--- src/rtl/cfg_rr_arbiter_if.sv ---
// Request/grant bundle between requesters and cfg_rr_arbiter.
// The arbiter connects through the slave modport and the requester side uses the master modport.
interface cfg_rr_arbiter_if #(
  parameter N_REQ = 4
);
  logic [N_REQ-1:0] req;
  logic [N_REQ-1:0] gnt;
  logic [2:0]       gnt_id;
  logic             busy;

  modport master (
    output req,
    input  gnt,
    input  gnt_id,
    input  busy
  );

  modport slave (
    input  req,
    output gnt,
    output gnt_id,
    output busy
  );
endinterface

--- src/rtl/cfg_rr_arbiter.sv ---
// Round-robin arbiter with a bounded tenure (HOLD cycles, 0 = unlimited) and registered one-hot grant.
// Optional feature: define CFG_RR_ARBITER_GAP_EN to insert one idle GAP cycle after every release.
module cfg_rr_arbiter #(
  parameter             N_REQ = 4,
  parameter logic [2:0] HOLD  = 3'h4
) (
  input logic              clk,
  input logic              rst_n,
  cfg_rr_arbiter_if.slave  bus
);

`ifdef CFG_RR_ARBITER_GAP_EN
  typedef enum logic [1:0] {IDLE, GRANT, GAP} state_t;
`else
  typedef enum logic [1:0] {IDLE, GRANT} state_t;
`endif

  localparam logic [N_REQ-1:0] ONE_HOT_0 = N_REQ'(1);

  state_t           state_reg;
  logic [2:0]       ptr_reg;
  logic [2:0]       cnt_reg;
  logic [2:0]       owner_reg;
  logic [N_REQ-1:0] gnt_reg;
  logic             busy_reg;

  logic [2:0]       owner_inc;
  logic             owner_req;
  logic             hold_hit;
  logic             release_now;
  logic [2:0]       base;

  logic [2:0]       cand [N_REQ];
  logic [N_REQ-1:0] sel  [N_REQ];
  logic [N_REQ-1:0] hit;

  logic             found;
  logic [2:0]       pick_idx;
  logic [N_REQ-1:0] pick_oh;

  assign owner_inc   = (owner_reg == 3'(N_REQ - 1)) ? 3'd0 : owner_reg + 3'd1;
  // gnt_reg is the owner's one-hot while in GRANT, so it selects the owner's request bit.
  assign owner_req   = |(bus.req & gnt_reg);
  assign hold_hit    = (HOLD != 3'd0) && (cnt_reg == HOLD - 3'd1);
  assign release_now = (state_reg == GRANT) && (!owner_req || hold_hit);

  // On release the search starts just past the owner, the same place ptr is about to move to.
  assign base = (state_reg == GRANT) ? owner_inc : ptr_reg;

  for (genvar gi = 0; gi < N_REQ; gi++) begin : g_rot
    logic [3:0] sum;
    assign sum      = {1'b0, base} + 4'(gi);
    assign cand[gi] = (sum >= 4'(N_REQ)) ? 3'(sum - 4'(N_REQ)) : sum[2:0];
    assign sel[gi]  = ONE_HOT_0 << cand[gi];
    assign hit[gi]  = |(bus.req & sel[gi]);
  end

  // Descending scan so the lowest rotated offset with a request wins.
  always_comb begin
    found    = 1'b0;
    pick_idx = 3'd0;
    pick_oh  = '0;
    for (int k = N_REQ - 1; k >= 0; k--) begin
      if (hit[k]) begin
        found    = 1'b1;
        pick_idx = cand[k];
        pick_oh  = sel[k];
      end
    end
  end

  always_ff @(posedge clk or negedge rst_n) begin
    if (!rst_n) begin
      state_reg <= IDLE;
      ptr_reg   <= 3'd0;
      cnt_reg   <= 3'd0;
      owner_reg <= 3'd0;
      gnt_reg   <= '0;
      busy_reg  <= 1'b0;
    end else begin
      case (state_reg)
        IDLE: begin
          if (found) begin
            state_reg <= GRANT;
            gnt_reg   <= pick_oh;
            owner_reg <= pick_idx;
            cnt_reg   <= 3'd0;
            busy_reg  <= 1'b1;
          end
        end

        GRANT: begin
          if (release_now) begin
            ptr_reg <= owner_inc;
`ifdef CFG_RR_ARBITER_GAP_EN
            state_reg <= GAP;
            gnt_reg   <= '0;
            busy_reg  <= 1'b1;
`else
            // A lone owner at HOLD expiry is found again here, so its grant never drops.
            if (found) begin
              gnt_reg   <= pick_oh;
              owner_reg <= pick_idx;
              cnt_reg   <= 3'd0;
            end else begin
              state_reg <= IDLE;
              gnt_reg   <= '0;
              busy_reg  <= 1'b0;
            end
`endif
          end else begin
            cnt_reg <= cnt_reg + 3'd1;
          end
        end

`ifdef CFG_RR_ARBITER_GAP_EN
        GAP: begin
          if (found) begin
            state_reg <= GRANT;
            gnt_reg   <= pick_oh;
            owner_reg <= pick_idx;
            cnt_reg   <= 3'd0;
            busy_reg  <= 1'b1;
          end else begin
            state_reg <= IDLE;
            busy_reg  <= 1'b0;
          end
        end
`endif

        default: begin
          state_reg <= IDLE;
          gnt_reg   <= '0;
          busy_reg  <= 1'b0;
        end
      endcase
    end
  end

  assign bus.gnt    = gnt_reg;
  assign bus.gnt_id = owner_reg;
  assign bus.busy   = busy_reg;

endmodule

--- src/flat_wrapper.sv ---
// flat-port wrapper written by rule: the top's interface ports become plain ports
module cfg_rr_arbiter_flat 
#(
  parameter             N_REQ = 4,
  parameter logic [2:0] HOLD  = 3'h4
)
  (clk, rst_n, bus_req, bus_gnt, bus_gnt_id, bus_busy);
  cfg_rr_arbiter_if #(.N_REQ(N_REQ)) bus_i ();
  input logic clk;
  input logic rst_n;
  input wire logic [$bits(bus_i.req)-1:0] bus_req;
  output wire logic [$bits(bus_i.gnt)-1:0] bus_gnt;
  output wire logic [$bits(bus_i.gnt_id)-1:0] bus_gnt_id;
  output wire logic [$bits(bus_i.busy)-1:0] bus_busy;
  assign bus_i.req = bus_req;
  assign bus_gnt = bus_i.gnt;
  assign bus_gnt_id = bus_i.gnt_id;
  assign bus_busy = bus_i.busy;
  cfg_rr_arbiter #(.N_REQ(N_REQ), .HOLD(HOLD)) u_core (.clk(clk), .rst_n(rst_n), .bus(bus_i));
endmodule
--- config.mk ---
export PLATFORM = sky130hd
export DESIGN_NAME = cfg_rr_arbiter_flat
export DESIGN_NICKNAME = d
export VERILOG_FILES = /design/src/rtl/cfg_rr_arbiter_if.sv /design/src/rtl/cfg_rr_arbiter.sv /design/src/flat_wrapper.sv
export SDC_FILE = /design/constraint.sdc
export NUM_CORES = 1
export LEC_CHECK = 0
export ABC_AREA = 1
export CORE_ASPECT_RATIO = 1.25
export CORE_MARGIN = 1
export CORE_UTILIZATION = 50
export DETAILED_ROUTE_END_ITERATION = 6
export PLACE_DENSITY = 0.69
export REMOVE_ABC_BUFFERS = 1
export SYNTH_ARGS = -nofsm -noshare
export SYNTH_HDL_FRONTEND = slang
export SYNTH_SLANG_ARGS = --single-unit
export TNS_END_PERCENT = 1
--- constraint.sdc ---
create_clock -name clk -period 3.5 [get_ports clk]
set_input_delay 0.35 -clock clk [delete_from_list [all_inputs] [get_ports clk]]
set_output_delay 0.35 -clock clk [all_outputs]
set_load 0.01 [all_outputs]
==> results.yml, run 1 <==
critical_path:
  slowest_delay_ns: 0.43
  crit_path_max_fanout: 9
  cp.arrival_ns: 3.09
  cp_slowest_cell: "dfrtp_1"
  crit_type: "flip-flop to flip-flop"
  path_cells: "ha_1, inv_1, nand2_1, nand2_4, inv_4, ha_1, inv_1, o22ai_1, nor2_1, inv_1, nor2_2, nand3_2, nand2_4, nand2_4, nand3_1, nand2_1"
  cp_top_family: "simple AND/OR/NAND/NOR gates"
  end_kind: "flip-flop"
  worstPathBufferInverterCount: 4
  crit_path_start_kind: "flip-flop"
  crit_required_ns: 3.66
synthesis:
  yosysUniqueCellTypes: 24
  synthTopCellsByCount: "64 x nand2_1, 25 x inv_1, 21 x nor2_1, 16 x nand3_1, 14 x dfrtp_1"
  synth-seq-cells: 14
  yosysTopAreaCellShare_pct: 27.8
  synth_warnings: 0
  synth.most_common_cell: "nand2_1"
  ys.flop_type: "dfrtp_1"
  synthCells: 190
  yosys-top-cells-area: "dfrtp_1 28%, nand2_1 19%, ha_1 11%"
  yosysTopAreaCell: "dfrtp_1"
  seq_area_frac_synth_pct: 27.8
  syn_area_um2: 1260
  synthArstFlopShare_pct: 100
  synth_edf_count: 0
  synth_area_per_cell_um2: 6.64
clocking:
  h-tree-depth: 1
  cts_buffer_depth: 2
  cts-resized-gates: 0
  cts_root_buffer: "clkbuf_4"
  ctsHoldBuffers: 0
  clkLatencyLatePin_ns: 0.27
  post_cts_buffers: 0
  cts-buffers-inserted: 3
  cts_sinks: 14
  cts_tree: "yes"
  clkTransAtPathRegs_ns: 0.07
timing:
  hold_viol: 0
  worst_slew_pin_slew_ns: 0.581
  rsz0062_at_grt: "no"
  setup_violations: 0
  finalSetupTns_ns: 0
  drv_slew: 0
  min_period_ns: 2.92
  fin_worst_skew_ns: 0.00682
  relSlewSlack_pct: 61.2
  period_share_pct: 83.6
  max_freq_mhz: 342
place:
  place.port_buffers: 13
  gp_congestion: 1.01
  hpwl_um: 2580
  placed_cell_area_um2: 1420
grt:
  grt_pass1_vias: 1226
  grt_usage_pct: 28.1
  grt_max_degree: 15
  antenna_found_initial: 0
  grt_pass1_wl_um: 5420
  grt.overflow.total: 0
final_layout:
  drive_above_1_share_pct: 10.7
  syn_to_final_growth_pct: 14.5
  final.fill_count: 248
  largest_register_ff_count: 4
  insertedDiodeCount: 0
  finish.instance_area_um2: 1450
  utilization_pct: 60.2
  final_nets: 224
route:
  viasPerCell: 5.27
  first_pass_iters: 4
  routed_wl_um: 3130
  drt_iter0_markers: 57
  vias: 1254
  detail_route.wl_per_cell_um: 13.1
  drc: 0
  ant_nets: 0
job:
  maxCapViolCount: 0
floorplan:
  core_area_um2: 2400
  num_io_pins: 14
  dieWidth_um: 46.9
  rows: 20
  fp.dieH_um: 58.2
  start_util_pct: 52.6
  dieArea_um2: 2730
hold_path:
  hold_class: "primary input to asynchronous set/reset pin"
status:
  status: "completed"
layer usage:
layer | share of wire [%] | routed length, um | GRT usage [%]
met5 | 0 | 0 | 0
met4 | 3.8 | 119 | 17.1
met1 | 40 | 1250 | 31.8
met2 | 51 | 1580 | 46.8
met3 | 5.6 | 175 | 5.30
per-stage QoR:
stage / hold WS, ns / cells / setup slack, ns
floorplan: 0.0544 / 189 / 0.982
finish: 0.446 / 238 / 0.575
global placement: 0.468 / 235 / 0.584
CTS: 0.457 / 238 / 0.616
global route: 0.497 / 238 / 0.346
detailed placement: 0.469 / 235 / 0.621
layout make-up:
type / instances / area [um2] / area share [%]
Multi-Input combinational cell: 145 / 781 / 54.0
Timing Repair Buffer: 13 / 130 / 9.00
Clock buffer: 3 / 22.5 / 1.56
Inverter: 30 / 120 / 8.31
Sequential cell: 14 / 350 / 24.2
Tap cell: 33 / 41.3 / 2.86
cells by family (layout without fill, tap and decap cells):
family / count (synthesis) / in the layout / share of synthesized area (%)
buf+inv: 31 / 46 / 10.4
simple gates: 114 / 114 / 41.6
flops: 14 / 14 / 27.8
compound gates: 20 / 20 / 9.32
fa+ha+maj: 11 / 11 / 10.9
worst paths after layout:
path                                       from                    to  slack (ns)  cells past startpoint
setup / recovery           u_core.bus.gnt_id[0]     u_core.bus.gnt[3]        0.58                     16
setup reg to reg           u_core.bus.gnt_id[0]     u_core.bus.gnt[3]        0.58                     16
max in group asynchronous                 rst_n  u_core.bus.gnt_id[1]        2.67                      1
hold / removal                            rst_n     u_core.bus.gnt[2]        0.45                      1
min in group clk              u_core.cnt_reg[1]     u_core.cnt_reg[1]        0.49                      2
hold reg to reg               u_core.cnt_reg[1]     u_core.cnt_reg[1]        0.49                      2
cells in the final DEF, fill, tap and decap left out:
master and instances:
o31ai_1 1, clkbuf_4 3, a21oi_1 7, ha_1 11
nand2_2 2, nor2_1 21, nor2_2 2, nand3_2 3
a41o_2 1, nand4_1 1, clkdlybuf4s50_1 13, nand3b_4 1
o21ai_0 4, nand2_4 3, nand3_1 16, nand2_1 64
dfrtp_1 14, inv_4 1, o21ai_2 1, inv_2 3
inv_1 25, o21ai_1 2, clkinv_4 1, o22ai_1 4
nor2_4 1
Power of run 1 is left out: the tool's default activity adds up to more than one toggle a clock period on the data nets, which glitch-free logic cannot reach.
==> run 2, diff against run 1 <==
clock period = 2.89 ns   (was 3.5 ns; I/O delays follow)
==> results.yml, run 2 (synthesis gave the netlist of run 1 again) <==
timing:
  drv_slew: 0
  worst_slew_pin_slew_ns: 0.603
  hold_viol: 0
  finalSetupTns_ns: 0
  max_freq_mhz: 384
  fin_worst_skew_ns: 0.00253
  period_share_pct: 90.1
  relSlewSlack_pct: 59.7
  setup_violations: 0
  rsz0062_at_grt: "no"
  min_period_ns: 2.60
final_layout:
  final_common_cell: "nand2_1"
  syn_to_final_growth_pct: 18.5
  largest_register_ff_count: 4
  final_nets: 228
  drive_above_1_share_pct: 12.9
  final_cell_mix: "64 x nand2_1, 25 x inv_1, 21 x nor2_1"
  insertedDiodeCount: 0
critical_path:
  worstPathBufferInverterCount: 4
  path_cells: "ha_1, inv_1, nand2_1, nand2_4, inv_4, ha_1, inv_1, nor2_1, nand3_1, nand3_1, nand3_4, inv_2, nand3_2, nand2_4, nand2_4, nand3_1, nand2_1"
  crit_required_ns: 3.06
  worst-path-stages: 17
  cp_top_family: "simple AND/OR/NAND/NOR gates"
  crit_path_max_fanout: 9
  end_kind: "flip-flop"
  crit_type: "flip-flop to flip-flop"
  crit_path_start_kind: "flip-flop"
  cp_slowest_cell: "dfrtp_1"
  slowest_delay_ns: 0.42
  reg2reg_depth: 17
  cp.arrival_ns: 2.77
floorplan:
  core_area_um2: 2400
  num_io_pins: 14
  dieArea_um2: 2730
  start_util_pct: 52.6
  dieWidth_um: 46.9
  fp.dieH_um: 58.2
  rows: 20
job:
  maxCapViolCount: 0
route:
  dr_wl_met2_um: 1640
  drt_iter0_markers: 41
  detail_route.wl_per_cell_um: 13.1
  wl_met1_um: 1350
  first_pass_iters: 4
  highest_layer: "met4"
  wl_met3_um: 68
  routed_wl_um: 3180
  ant_nets: 0
  viasPerCell: 5.28
  vias: 1284
  drc: 0
clocking:
  cts_root_buffer: "clkbuf_4"
  cts_buffer_depth: 2
  clkLatencyLatePin_ns: 0.27
  ctsHoldBuffers: 0
  h-tree-depth: 1
  cts_sinks: 14
  clkTransAtPathRegs_ns: 0.08
  cts_tree: "yes"
  cts-buffers-inserted: 3
grt:
  antenna_found_initial: 0
  grt_pass1_vias: 1164
  grt_pass1_wl_um: 5070
  grt_usage_pct: 26.0
  grt.overflow.total: 0
  grt_max_degree: 15
hold_path:
  hold_class: "primary input to asynchronous set/reset pin"
place:
  gp_congestion: 0.960
  place.port_buffers: 13
  hpwl_um: 2570
status:
  status: "completed"
==> run 2: final timing paths <==
path / start / end / slack (ns)
setup / recovery: u_core.bus.gnt_id[0] / u_core.bus.gnt[3] / 0.29
hold / removal: rst_n / u_core.cnt_reg[1] / 0.39
setup reg to reg: u_core.bus.gnt_id[0] / u_core.bus.gnt[3] / 0.29
hold reg to reg: u_core.ptr_reg[1] / u_core.ptr_reg[1] / 0.49
max in group asynchronous: rst_n / u_core.bus.gnt_id[1] / 2.11
min in group clk: u_core.ptr_reg[1] / u_core.ptr_reg[1] / 0.49
==> run 2: per-layer routing <==
layer  vias up  track usage [%]
li1        639                -
met1       606             31.7
met2        29             43.7
met3        10             2.18
met4         0             14.3
met5         -                0
==> run 2: timing repair <==
| action | 4_1_cts | 5_1_grt |
|---|---|---|
| endpoints found under the setup margin | 0 | 9 |
| resized for setup | 0 | 1 |
| hold endpoints to repair | 0 | 0 |
| buffers inserted | 0 | 2 |
==> run 2: area by class of cell <==
| class | count | area (um2) |
|---|---|---|
| Tap cell | 33 | 41.3 |
| Inverter | 30 | 120 |
| Timing Repair Buffer | 17 | 160 |
| Multi-Input combinational cell | 145 | 788 |
| Fill cell | 229 | 906 |
| Clock buffer | 4 | 36.3 |
| Sequential cell | 14 | 350 |
==> run 2: through the flow <==
step / worst slack, ns / utilization (%) / cell area (um2) / hold slack, ns / std cells
finish: 0.286 / 62.3 / 1500 / 0.393 / 243
global route: 0.0545 / 62.3 / 1500 / 0.442 / 243
CTS: 0.203 / 61.4 / 1470 / 0.397 / 241
detailed placement: 0.226 / 59.8 / 1440 / 0.478 / 237
global placement: 0.359 / 59.8 / 1440 / 0.470 / 237
floorplan: 0.372 / - / 1250 / -0.00659 / 189
Power of run 2 is left out for the same reason.
